--- src/rtl/picobello_pkg.sv ---
// Shared picobello types for the multicast address encoding.
//   mask_sel_t        : {offset, len} selector that locates a coordinate
//                       field inside an address / multicast mask
//   sam_idx_t         : multicast SAM entry index
//   user_mask_t       : multicast mask carried in the AXI user field
//   mcast_user_t      : AXI user payload of a multicast request
//   McastCoordWidth   : default coordinate width
//   mcast_subset_next : next subset of `mask` after `sub`, in ascending order
package picobello_pkg;

  localparam int unsigned McastCoordWidth = 4;
  localparam int unsigned SamIdxWidth     = 4;
  localparam int unsigned UserMaskWidth   = 48;

  typedef struct packed {
    logic [5:0] offset;
    logic [5:0] len;
  } mask_sel_t;

  typedef logic [SamIdxWidth-1:0]   sam_idx_t;
  typedef logic [UserMaskWidth-1:0] user_mask_t;

  typedef struct packed {
    user_mask_t mcast_mask;
  } mcast_user_t;

  // Subtracting the mask and re-masking steps through all subsets of the
  // mask bits in ascending order; the result wraps to 0 after the last one.
  function automatic logic [McastCoordWidth-1:0] mcast_subset_next(
    input logic [McastCoordWidth-1:0] sub,
    input logic [McastCoordWidth-1:0] mask
  );
    return (sub - mask) & mask;
  endfunction

endpackage

--- src/rtl/picobello_mcast_field_sel.sv ---
// Combinational extract/insert of one coordinate field selected by mask_sel_t.
//   ext_addr/ext_mask/ext_sel : word pair and selector to extract from
//   fld_addr/fld_mask         : extracted fields, zero-extended to CoordWidth
//   ins_addr/ins_sel/ins_val  : word, selector and value to insert
//   ins_out                   : ins_addr with the selected field replaced
// The field length saturates at CoordWidth; bits beyond AddrWidth read as 0
// and are never written.
module picobello_mcast_field_sel import picobello_pkg::*; #(
  parameter int unsigned AddrWidth  = 48,
  parameter int unsigned CoordWidth = 4
) (
  input  logic [AddrWidth-1:0]  ext_addr,
  input  logic [AddrWidth-1:0]  ext_mask,
  input  mask_sel_t             ext_sel,
  output logic [CoordWidth-1:0] fld_addr,
  output logic [CoordWidth-1:0] fld_mask,
  input  logic [AddrWidth-1:0]  ins_addr,
  input  mask_sel_t             ins_sel,
  input  logic [CoordWidth-1:0] ins_val,
  output logic [AddrWidth-1:0]  ins_out
);

  localparam logic [5:0] LenMax = 6'(CoordWidth);

  logic [5:0]           ext_len, ins_len;
  logic [AddrWidth-1:0] ext_fm, ins_fm;

  assign ext_len = (ext_sel.len > LenMax) ? LenMax : ext_sel.len;
  assign ins_len = (ins_sel.len > LenMax) ? LenMax : ins_sel.len;

  // Low-aligned field masks of the effective length.
  assign ext_fm = ~({AddrWidth{1'b1}} << ext_len);
  assign ins_fm = ~({AddrWidth{1'b1}} << ins_len);

  // Right shift past the top of the word fills with zeros.
  assign fld_addr = CoordWidth'((ext_addr >> ext_sel.offset) & ext_fm);
  assign fld_mask = CoordWidth'((ext_mask >> ext_sel.offset) & ext_fm);

  // Left shift drops any part of the field that lands beyond AddrWidth.
  assign ins_out = (ins_addr & ~(ins_fm << ins_sel.offset))
                 | ((AddrWidth'(ins_val) & ins_fm) << ins_sel.offset);

endmodule

--- src/rtl/picobello_mcast_dst_iter.sv ---
// Multicast destination iterator: accepts one multicast request and emits
// one unicast address plus mesh (x,y) ID per output handshake, covering every
// tile selected by the X/Y mask fields (X inner, Y outer, ascending).
//   clk_i, rst_i          : clock, async active-high reset
//   in_valid_i/in_ready_o : request handshake
//   in_addr_i, in_mask_i  : multicast base address and don't-care mask
//   in_mask_x_i/_y_i      : field selectors for X and Y
//   out_valid_o/out_ready_i : destination handshake
//   out_addr_o, out_dst_x_o, out_dst_y_o, out_last_o : destination beat
//   busy_o                : high while iterating
module picobello_mcast_dst_iter import picobello_pkg::*; #(
  parameter int unsigned AddrWidth  = 48,
  parameter int unsigned CoordWidth = 4,
  parameter int unsigned XIdOffset  = 0,
  parameter int unsigned YIdOffset  = 0
) (
  input  logic                  clk_i,
  input  logic                  rst_i,
  input  logic                  in_valid_i,
  output logic                  in_ready_o,
  input  logic [AddrWidth-1:0]  in_addr_i,
  input  logic [AddrWidth-1:0]  in_mask_i,
  input  mask_sel_t             in_mask_x_i,
  input  mask_sel_t             in_mask_y_i,
  output logic                  out_valid_o,
  input  logic                  out_ready_i,
  output logic [AddrWidth-1:0]  out_addr_o,
  output logic [CoordWidth-1:0] out_dst_x_o,
  output logic [CoordWidth-1:0] out_dst_y_o,
  output logic                  out_last_o,
  output logic                  busy_o
);

  typedef enum logic {IDLE, ITER} state_e;

  state_e state_q, state_d;
  logic   accept, step;

  logic [AddrWidth-1:0]  addr_q;
  mask_sel_t             sel_x_q, sel_y_q;
  logic [CoordWidth-1:0] mx_q, my_q, bx_q, by_q, sx_q, sy_q;

  logic [CoordWidth-1:0] ax_d, mx_d, ay_d, my_d;
  logic [CoordWidth-1:0] cur_x, cur_y, sx_nx, sy_nx;
  logic [AddrWidth-1:0]  addr_x;
  logic                  last;

  assign cur_x = bx_q | sx_q;
  assign cur_y = by_q | sy_q;
  assign sx_nx = (sx_q - mx_q) & mx_q;
  assign sy_nx = (sy_q - my_q) & my_q;
  assign last  = (sx_nx == '0) && (sy_nx == '0);

  // X extracts from the incoming request and inserts into the latched one;
  // Y inserts on top of the X result so Y wins where the fields overlap.
  picobello_mcast_field_sel #(.AddrWidth(AddrWidth), .CoordWidth(CoordWidth)) u_sel_x (
    .ext_addr (in_addr_i),
    .ext_mask (in_mask_i),
    .ext_sel  (in_mask_x_i),
    .fld_addr (ax_d),
    .fld_mask (mx_d),
    .ins_addr (addr_q),
    .ins_sel  (sel_x_q),
    .ins_val  (cur_x),
    .ins_out  (addr_x)
  );

  picobello_mcast_field_sel #(.AddrWidth(AddrWidth), .CoordWidth(CoordWidth)) u_sel_y (
    .ext_addr (in_addr_i),
    .ext_mask (in_mask_i),
    .ext_sel  (in_mask_y_i),
    .fld_addr (ay_d),
    .fld_mask (my_d),
    .ins_addr (addr_x),
    .ins_sel  (sel_y_q),
    .ins_val  (cur_y),
    .ins_out  (out_addr_o)
  );

  assign out_dst_x_o = cur_x + CoordWidth'(XIdOffset);
  assign out_dst_y_o = cur_y + CoordWidth'(YIdOffset);

  always_ff @(posedge clk_i or posedge rst_i) begin
    if (rst_i) state_q <= IDLE;
    else       state_q <= state_d;
  end

  always_comb begin
    state_d     = state_q;
    in_ready_o  = 1'b0;
    out_valid_o = 1'b0;
    out_last_o  = 1'b0;
    busy_o      = 1'b0;
    accept      = 1'b0;
    step        = 1'b0;
    unique case (state_q)
      IDLE: begin
        in_ready_o = 1'b1;
        if (in_valid_i) begin
          accept  = 1'b1;
          state_d = ITER;
        end
      end
      ITER: begin
        out_valid_o = 1'b1;
        busy_o      = 1'b1;
        out_last_o  = last;
        if (out_ready_i) begin
          step = 1'b1;
          if (last) state_d = IDLE;
        end
      end
      default: state_d = IDLE;
    endcase
  end

  always_ff @(posedge clk_i or posedge rst_i) begin
    if (rst_i) begin
      addr_q  <= '0;
      sel_x_q <= '0;
      sel_y_q <= '0;
      mx_q    <= '0;
      my_q    <= '0;
      bx_q    <= '0;
      by_q    <= '0;
      sx_q    <= '0;
      sy_q    <= '0;
    end else if (accept) begin
      addr_q  <= in_addr_i;
      sel_x_q <= in_mask_x_i;
      sel_y_q <= in_mask_y_i;
      mx_q    <= mx_d;
      my_q    <= my_d;
      bx_q    <= ax_d & ~mx_d;
      by_q    <= ay_d & ~my_d;
      sx_q    <= '0;
      sy_q    <= '0;
    end else if (step) begin
      // X wrapping to 0 carries into Y; on the last beat both land on 0.
      if (sx_nx != '0) begin
        sx_q <= sx_nx;
      end else begin
        sx_q <= '0;
        sy_q <= sy_nx;
      end
    end
  end

endmodule

--- config.mk ---
export PLATFORM = sky130hd
export DESIGN_NAME = picobello_mcast_dst_iter
export DESIGN_NICKNAME = d
export VERILOG_FILES = /design/src/rtl/picobello_pkg.sv /design/src/rtl/picobello_mcast_field_sel.sv /design/src/rtl/picobello_mcast_dst_iter.sv
export SDC_FILE = /design/constraint.sdc
export NUM_CORES = 1
export LEC_CHECK = 0
export BUFFER_PORTS_ARGS = -buffer_cell sky130_fd_sc_hd__buf_2
export CAP_MARGIN = 20
export CORE_ASPECT_RATIO = 1.25
export CORE_UTILIZATION = 60
export CTS_BUF_LIST = sky130_fd_sc_hd__clkbuf_4 sky130_fd_sc_hd__clkbuf_8
export CTS_CLUSTER_SIZE = 20
export DETAILED_ROUTE_END_ITERATION = 6
export PLACE_DENSITY = 0.88
export SLEW_MARGIN = 20
export SYNTH_ARGS = -nofsm -noshare
export SYNTH_HDL_FRONTEND = slang
export SYNTH_SLANG_ARGS = --single-unit
--- constraint.sdc ---
create_clock -name clk_i -period 3.35 [get_ports clk_i]
set_clock_uncertainty 0.05 [all_clocks]
set_input_delay 0 -clock clk_i [delete_from_list [all_inputs] [get_ports clk_i]]
set_output_delay 0 -clock clk_i [all_outputs]
set_load 0.02 [all_outputs]
==> impl_metrics.ini, run 1 <==
[status]
status = finished, final reports clean

[global_routing]
grt_overflow = 0
antenna_found_initial = 7
use_met3 = 0.1948
grt_max_degree = 69
grt_pass1_vias = 14610
busiest_layer = met2
grt_util_met1 = 0.5906
grt_util_met2 = 0.8145
grt_pass1_wl_um = 88650
grtUsageTotal = 0.5365

[sta]
fin_ws_ps = 249.5
fin_crit_sh = 0.9255
grt_setup_unrepaired = no
worstMarginPinSlew_ps = 1329
hold_viol = 0
min_period_ps = 3101
setup_viol = 0
timing.slew.headroom = 0.1072
slew_violations = 0
setup_tns_ps = 0
fmax_ghz = 0.3225

[finish]
num-fill-cells = 1621
layout-drive-gt1-share = 0.2552
areaGrowthSynthToFinish_pct = 13.59
fin_nets = 1802

[clocking]
root_buffer = clkbuf_8
cts_tree = built
worstSkewPairLatency_ps = 370
h-tree-depth = 3
clockBufferDepth = 2
cts_buffers = 9
clock_sink_count = 97
post-cts-setup-buffer-count = 0
clk_pin_slew_ps = 100
cts-resized-gates = 0

[synth]
synth_compound_area_frac = 0.2007
syn_avg_cell_area_um2 = 8.709
netlist_area_mm2 = 0.01299
synthSimpleGateAreaFrac = 0.2054
synth_top_family_by_area = multiplexers
synth_nets = 1622
synth_edf_count = 0
syn_inst = 1492
synth.yosys.seq_area_share = 0.1868
synth_cell_types = 93
synth_top_flop_cell = dfrtp_1
synth_xor_area_frac = 0.003370
ys_ff_latch = 97
synthArstFlopShare = 1.000
synth_fa_ha_area_frac = 0.006933
muxShareOfSynthArea = 0.3333
yosysWarnings = 0

[floorplan]
die_w_um = 133.6
initial_core_util = 0.6176
die_h_um = 166.5
rows = 59
pin_count = 184
core_mm2 = 0.02104
design.die.area_mm2 = 0.02225

[detailed_routing]
drc = 0
vias = 14960
drt_iter0_markers = 2667
ant_nets = 0
wl_per_cell_um = 30.16
dr.pass1.iters = 7
drt_wl_total_um = 58990
drt-vias-per-instance = 7.649

[power]
p_leak_nw = 6.274
p_comb_frac = 0.690
peakVddDrop_mv = 0.5952
p_seq_frac = 0.240
sw_frac_of_total = 0.5677
power_switching_mw = 5.951
power_frac_clock = 0.070
p_int_mw = 4.533
power_density_mw_per_mm2 = 710.3

[setup_path]
crit_buf_inv = 1
cp-start-kind = flip-flop
critPathTopFamily = simple AND/OR/NAND/NOR gates
crit_path_max_incr_delay_ps = 820
crit_required_ps = 3300
timing.rr.start = state_q$_DFF_PP0_
crit_path_end_kind = output port
worstPathMaxFanout = 14
crit_start = sel_x_q[5]$_DFFE_PP0P_
crit_type = flip-flop to output port
cp_data_arrival_time_ps = 3050
slowest_stage = or4_1
cp_cell_sequence = or4_1 > o211ai_1 > nand2b_1 > mux2i_1 > a22oi_1 > o22ai_1 > buf_2

[placed_design]
gp_congestion = 1.117
portBuffers = 183
dp_hpwl_um = 42490
place_ws_ps = 709.7

[min_path]
hp-class = input port to flip-flop
hp-start = in_addr_i[38]

[flow_run]
cap_violations = 0
[sequential cells by signal (all words and copies together), names as in the netlist]
signal   count
state_q      1
mx_q         4
bx_q         4
sy_q         4
sx_q         4
sel_x_q     12
my_q         4
addr_q      48
by_q         4
sel_y_q     12
[synthesized netlist by cell type, drive strengths merged (21+ instances only)]
cell type	count	area [µm²]
nand2b	31	193.9
clkbuf	55	207.7
mux2i	118	1185
a22oi	39	307.8
nand2	321	1205
nand3	31	155.2
mux4	128	2898
dfrtp	97	2427
o211ai	21	162.6
inv	27	101.3
a21oi	41	209.0
mux2	22	247.7
o22ai	40	256.5
o21ai	88	462.9
nor2	101	389.1
buf	66	505.5
nor2b	28	175.2
[final cells by class]
| cell class | count | area [µm²] | area share |
|---|---|---|---|
| multi-input combinational | 1244 | 9763 | 0.6615 |
| sequential | 97 | 2427 | 0.1645 |
| clock inverter | 5 | 40.04 | 0.002713 |
| antenna | 5 | 12.51 | 0.0008477 |
| clock buffer | 11 | 138.9 | 0.009410 |
| tap | 274 | 342.8 | 0.02323 |
| timing repair buffer | 290 | 1919 | 0.1300 |
| inverter | 30 | 115.1 | 0.007799 |
[layout by cell type (no fill, tap or decap), types with 31 or more instances in the layout]
cell type      count
a22oi_1           36
buf_4             47
o22ai_1           39
o21ai_0           78
a21oi_1           40
nand2b_1          31
dlygate4sd3_1     61
nor2_1            99
mux2i_1          117
nand3_1           31
buf_2            179
mux4_2           124
dfrtp_1           97
nand2_1          320
[repair_timing]
| item | 4_1_cts | 5_1_grt |
|---|---|---|
| setup endpoints to repair | 0 | 0 |
| endpoints found under the hold margin | 112 | 0 |
| hold buffers | 61 | 0 |
[kinds of logic after synthesis]
group | count (synthesis)
simple gates | 593
compound gates | 372
mux | 268
buf+inv | 151
flops | 97
fa+ha+maj | 6
xor+xnor | 5
[through the flow]
stage	power [mW]	utilization	hold slack, ps	cell area, µm²	std cells
6_report	10.48	0.7015	12.12	14760	1956
3_3_place_gp	9.244	0.6628	59.81	13940	1874
5_1_grt	10.98	0.7014	21.81	14760	1955
2_1_floorplan	6.926	-	55.44	12990	1492
4_1_cts	10.11	0.7003	0.5749	14730	1951
3_5_place_dp	9.329	0.6628	64.94	13940	1874
[routing by layer]
metal	part of all wire	routed length, µm
met2	0.44	25690
met4	0.11	6615
met5	0.00017	10
met3	0.14	8277
met1	0.31	18400
[power groups by stage]
stage	registers [mW]	logic (mW)	clock network, mW
floorplan	2.00	4.93	0
global placement	2.47	6.78	0
detailed placement	2.48	6.85	0
CTS	2.45	6.94	0.723
global route	2.55	7.66	0.769
finish	2.52	7.23	0.736
[worst register-to-register path: stages, from the launching register on]
cell and delay (ps):
dfrtp_1 510, inv_1 120, nand2_2 270, buf_4 480
nand2_1 200, nor4bb_1 180, a32o_1 300, nor2_1 140
[final timing paths]
kind	endpoint	slack (ps)	cells past startpoint
setup / recovery	out_addr_o[36]	250	7
hold / removal	addr_q[38]$_DFFE_PP0P_	10	3
setup reg to reg	bx_q[0]$_DFFE_PP0P_	1030	7
hold reg to reg	addr_q[1]$_DFFE_PP0P_	430	2
max in group asynchronous	sy_q[0]$_DFFE_PP0P_	2220	4
min in group asynchronous	sel_y_q[7]$_DFFE_PP0P_	200	3
Power figures use the tool's default switching activity.
==> run 2, diff against run 1 <==
CELL_PAD_IN_SITES_DETAIL_PLACEMENT = 0   (was default)
CELL_PAD_IN_SITES_GLOBAL_PLACEMENT = 1   (was default)
CORE_ASPECT_RATIO = 1.4   (was 1.25)
CORE_UTILIZATION = 46   (was 60)
PLACE_DENSITY = 0.89   (was 0.88)
==> impl_metrics.ini, run 2 (synthesized netlist as in run 1, its figures left out) <==
[flow_run]
cap_violations = 0

[sta]
timing.slew.headroom = 0.3193
hold_viol = 0
min_period_ps = 3174
fin_ws_ps = 175.9
grt_setup_unrepaired = no
fin_crit_sh = 0.9475
fmax_ghz = 0.3150
setup_tns_ps = 0
slew_violations = 0
worstMarginPinSlew_ps = 1021
setup_viol = 0

[min_path]
hp-class = input port to flip-flop

[clocking]
clockBufferDepth = 2
clock_sink_count = 97
root_buffer = clkbuf_8
cts-resized-gates = 0
post-cts-setup-buffer-count = 0
cts_tree = built
clk_pin_slew_ps = 100
worstSkewPairLatency_ps = 400
cts_buffers = 9
h-tree-depth = 3

[finish]
multi_input_area_mm2 = 0.009756
layout-drive-gt1-share = 0.2491
layout_commonest_cell = nand2_1
num-fill-cells = 2570
design_area_mm2 = 0.01489
diodes = 0
regMostFlops = addr_q
largest_register_ffs = 48
fin_nets = 1796
areaGrowthSynthToFinish_pct = 14.57
register_area_mm2 = 0.002427
reg_top3 = addr_q (48), sel_x_q (12), sel_y_q (12)
final_cell_mix = nand2_1 (320), buf_2 (179), mux4_2 (124)

[detailed_routing]
wl_met1_um = 19580
wl_per_cell_um = 28.29
drt_wl_total_um = 57720
top_layer_used = met4
drc = 0
ant_nets = 0
drt-vias-per-instance = 6.940
dr_wl_met3_um = 5420
wl_met2_um = 27220
vias = 14160
dr.pass1.iters = 5
drt_iter0_markers = 1607

[floorplan]
design.die.area_mm2 = 0.02893
die_h_um = 200.9
initial_core_util = 0.4698
die_w_um = 144.0
rows = 72
pin_count = 184
core_mm2 = 0.02766

[global_routing]
grt_pass1_wl_um = 85770
grtUsageTotal = 0.4048
antenna_found_initial = 0
grt_overflow = 0
grt_pass1_vias = 13780
grt_max_degree = 73

[power]
peakVddDrop_mv = 0.3388
p_leak_nw = 6.268
power_density_mw_per_mm2 = 698.9

[setup_path]
crit_type = flip-flop to output port
cp_data_arrival_time_ps = 3120
worstPathMaxFanout = 14
cp-start-kind = flip-flop
crit_required_ps = 3300
crit_path_end_kind = output port

[placed_design]
gp_congestion = 1.096
place_area_mm2 = 0.01401
portBuffers = 183
dp_hpwl_um = 42750
place_ws_ps = 705.0

[status]
status = finished, final reports clean
[run 2: cell count changes in the layout (fill, tap and decap cells not counted), sizes merged]
cell,before,now
diode,5,0
buf,229,219
dlygate4sd3,61,65
clkbuf,11,9
bufinv,0,2
clkinvlp,3,2
[run 2: layer usage]
metal | vias up | track usage
met4 | 0 | 0.3309
li1 | 6035 | -
met1 | 6769 | 0.4629
met3 | 295 | 0.07133
met2 | 1059 | 0.6546
met5 | - | 0
[run 2: worst paths after layout]
kind | from | end | slack, ps | depth (start not counted)
max | sel_x_q[5]$_DFFE_PP0P_ | out_addr_o[44] | 180 | 7
min | in_addr_i[28] | addr_q[28]$_DFFE_PP0P_ | 70 | 3
max reg2reg | sx_q[0]$_DFFE_PP0P_ | state_q$_DFF_PP0_ | 840 | 8
min reg2reg | addr_q[30]$_DFFE_PP0P_ | addr_q[30]$_DFFE_PP0P_ | 430 | 2
max in group asynchronous | rst_i | sel_x_q[2]$_DFFE_PP0P_ | 2150 | 4
min in group asynchronous | rst_i | addr_q[14]$_DFFE_PP0P_ | 300 | 3
[run 2: worst max-delay path, stage by stage, from the launching register on]
cell	delay (ps)
dfrtp_1	440
or4_1	810
o211ai_1	510
nand2b_1	220
mux2i_1	220
a22oi_1	210
o22ai_1	120
buf_2	200
[run 2: area by class of cell]
| cell class | instances | share of cell area |
|---|---|---|
| multi-input cells | 1244 | 0.6553 |
| clock inverters | 6 | 0.006220 |
| well taps | 370 | 0.03110 |
| clock buffers | 9 | 0.008321 |
| flip-flops and latches | 97 | 0.1631 |
| repair buffers | 284 | 0.1283 |
| inverters | 30 | 0.007732 |
[run 2: what timing repair did]
action / in CTS / in global routing
hold buffers: 65 / 0
endpoints found under the hold margin: 138 / 0
setup endpoints to repair: 0 / 0
[run 2: per-stage QoR]
step                  util  power, mW  instances  hold slack [ps]
floorplan                -      6.926       1492            55.44
global placement    0.5067      9.245       1960            156.1
detailed placement  0.5067      9.272       1960            160.9
CTS                 0.5381      10.23       2040            32.25
global route        0.5383      11.01       2040            66.95
finish              0.5383      10.40       2040            66.42
[run 2: where the power goes]
part           leakage [nW]  internal, mW  switching, mW
clock                 0.102         0.420          0.452
combinational          4.94          2.51           4.51
sequential             1.22          1.69          0.821
total                  6.27          4.62           5.78
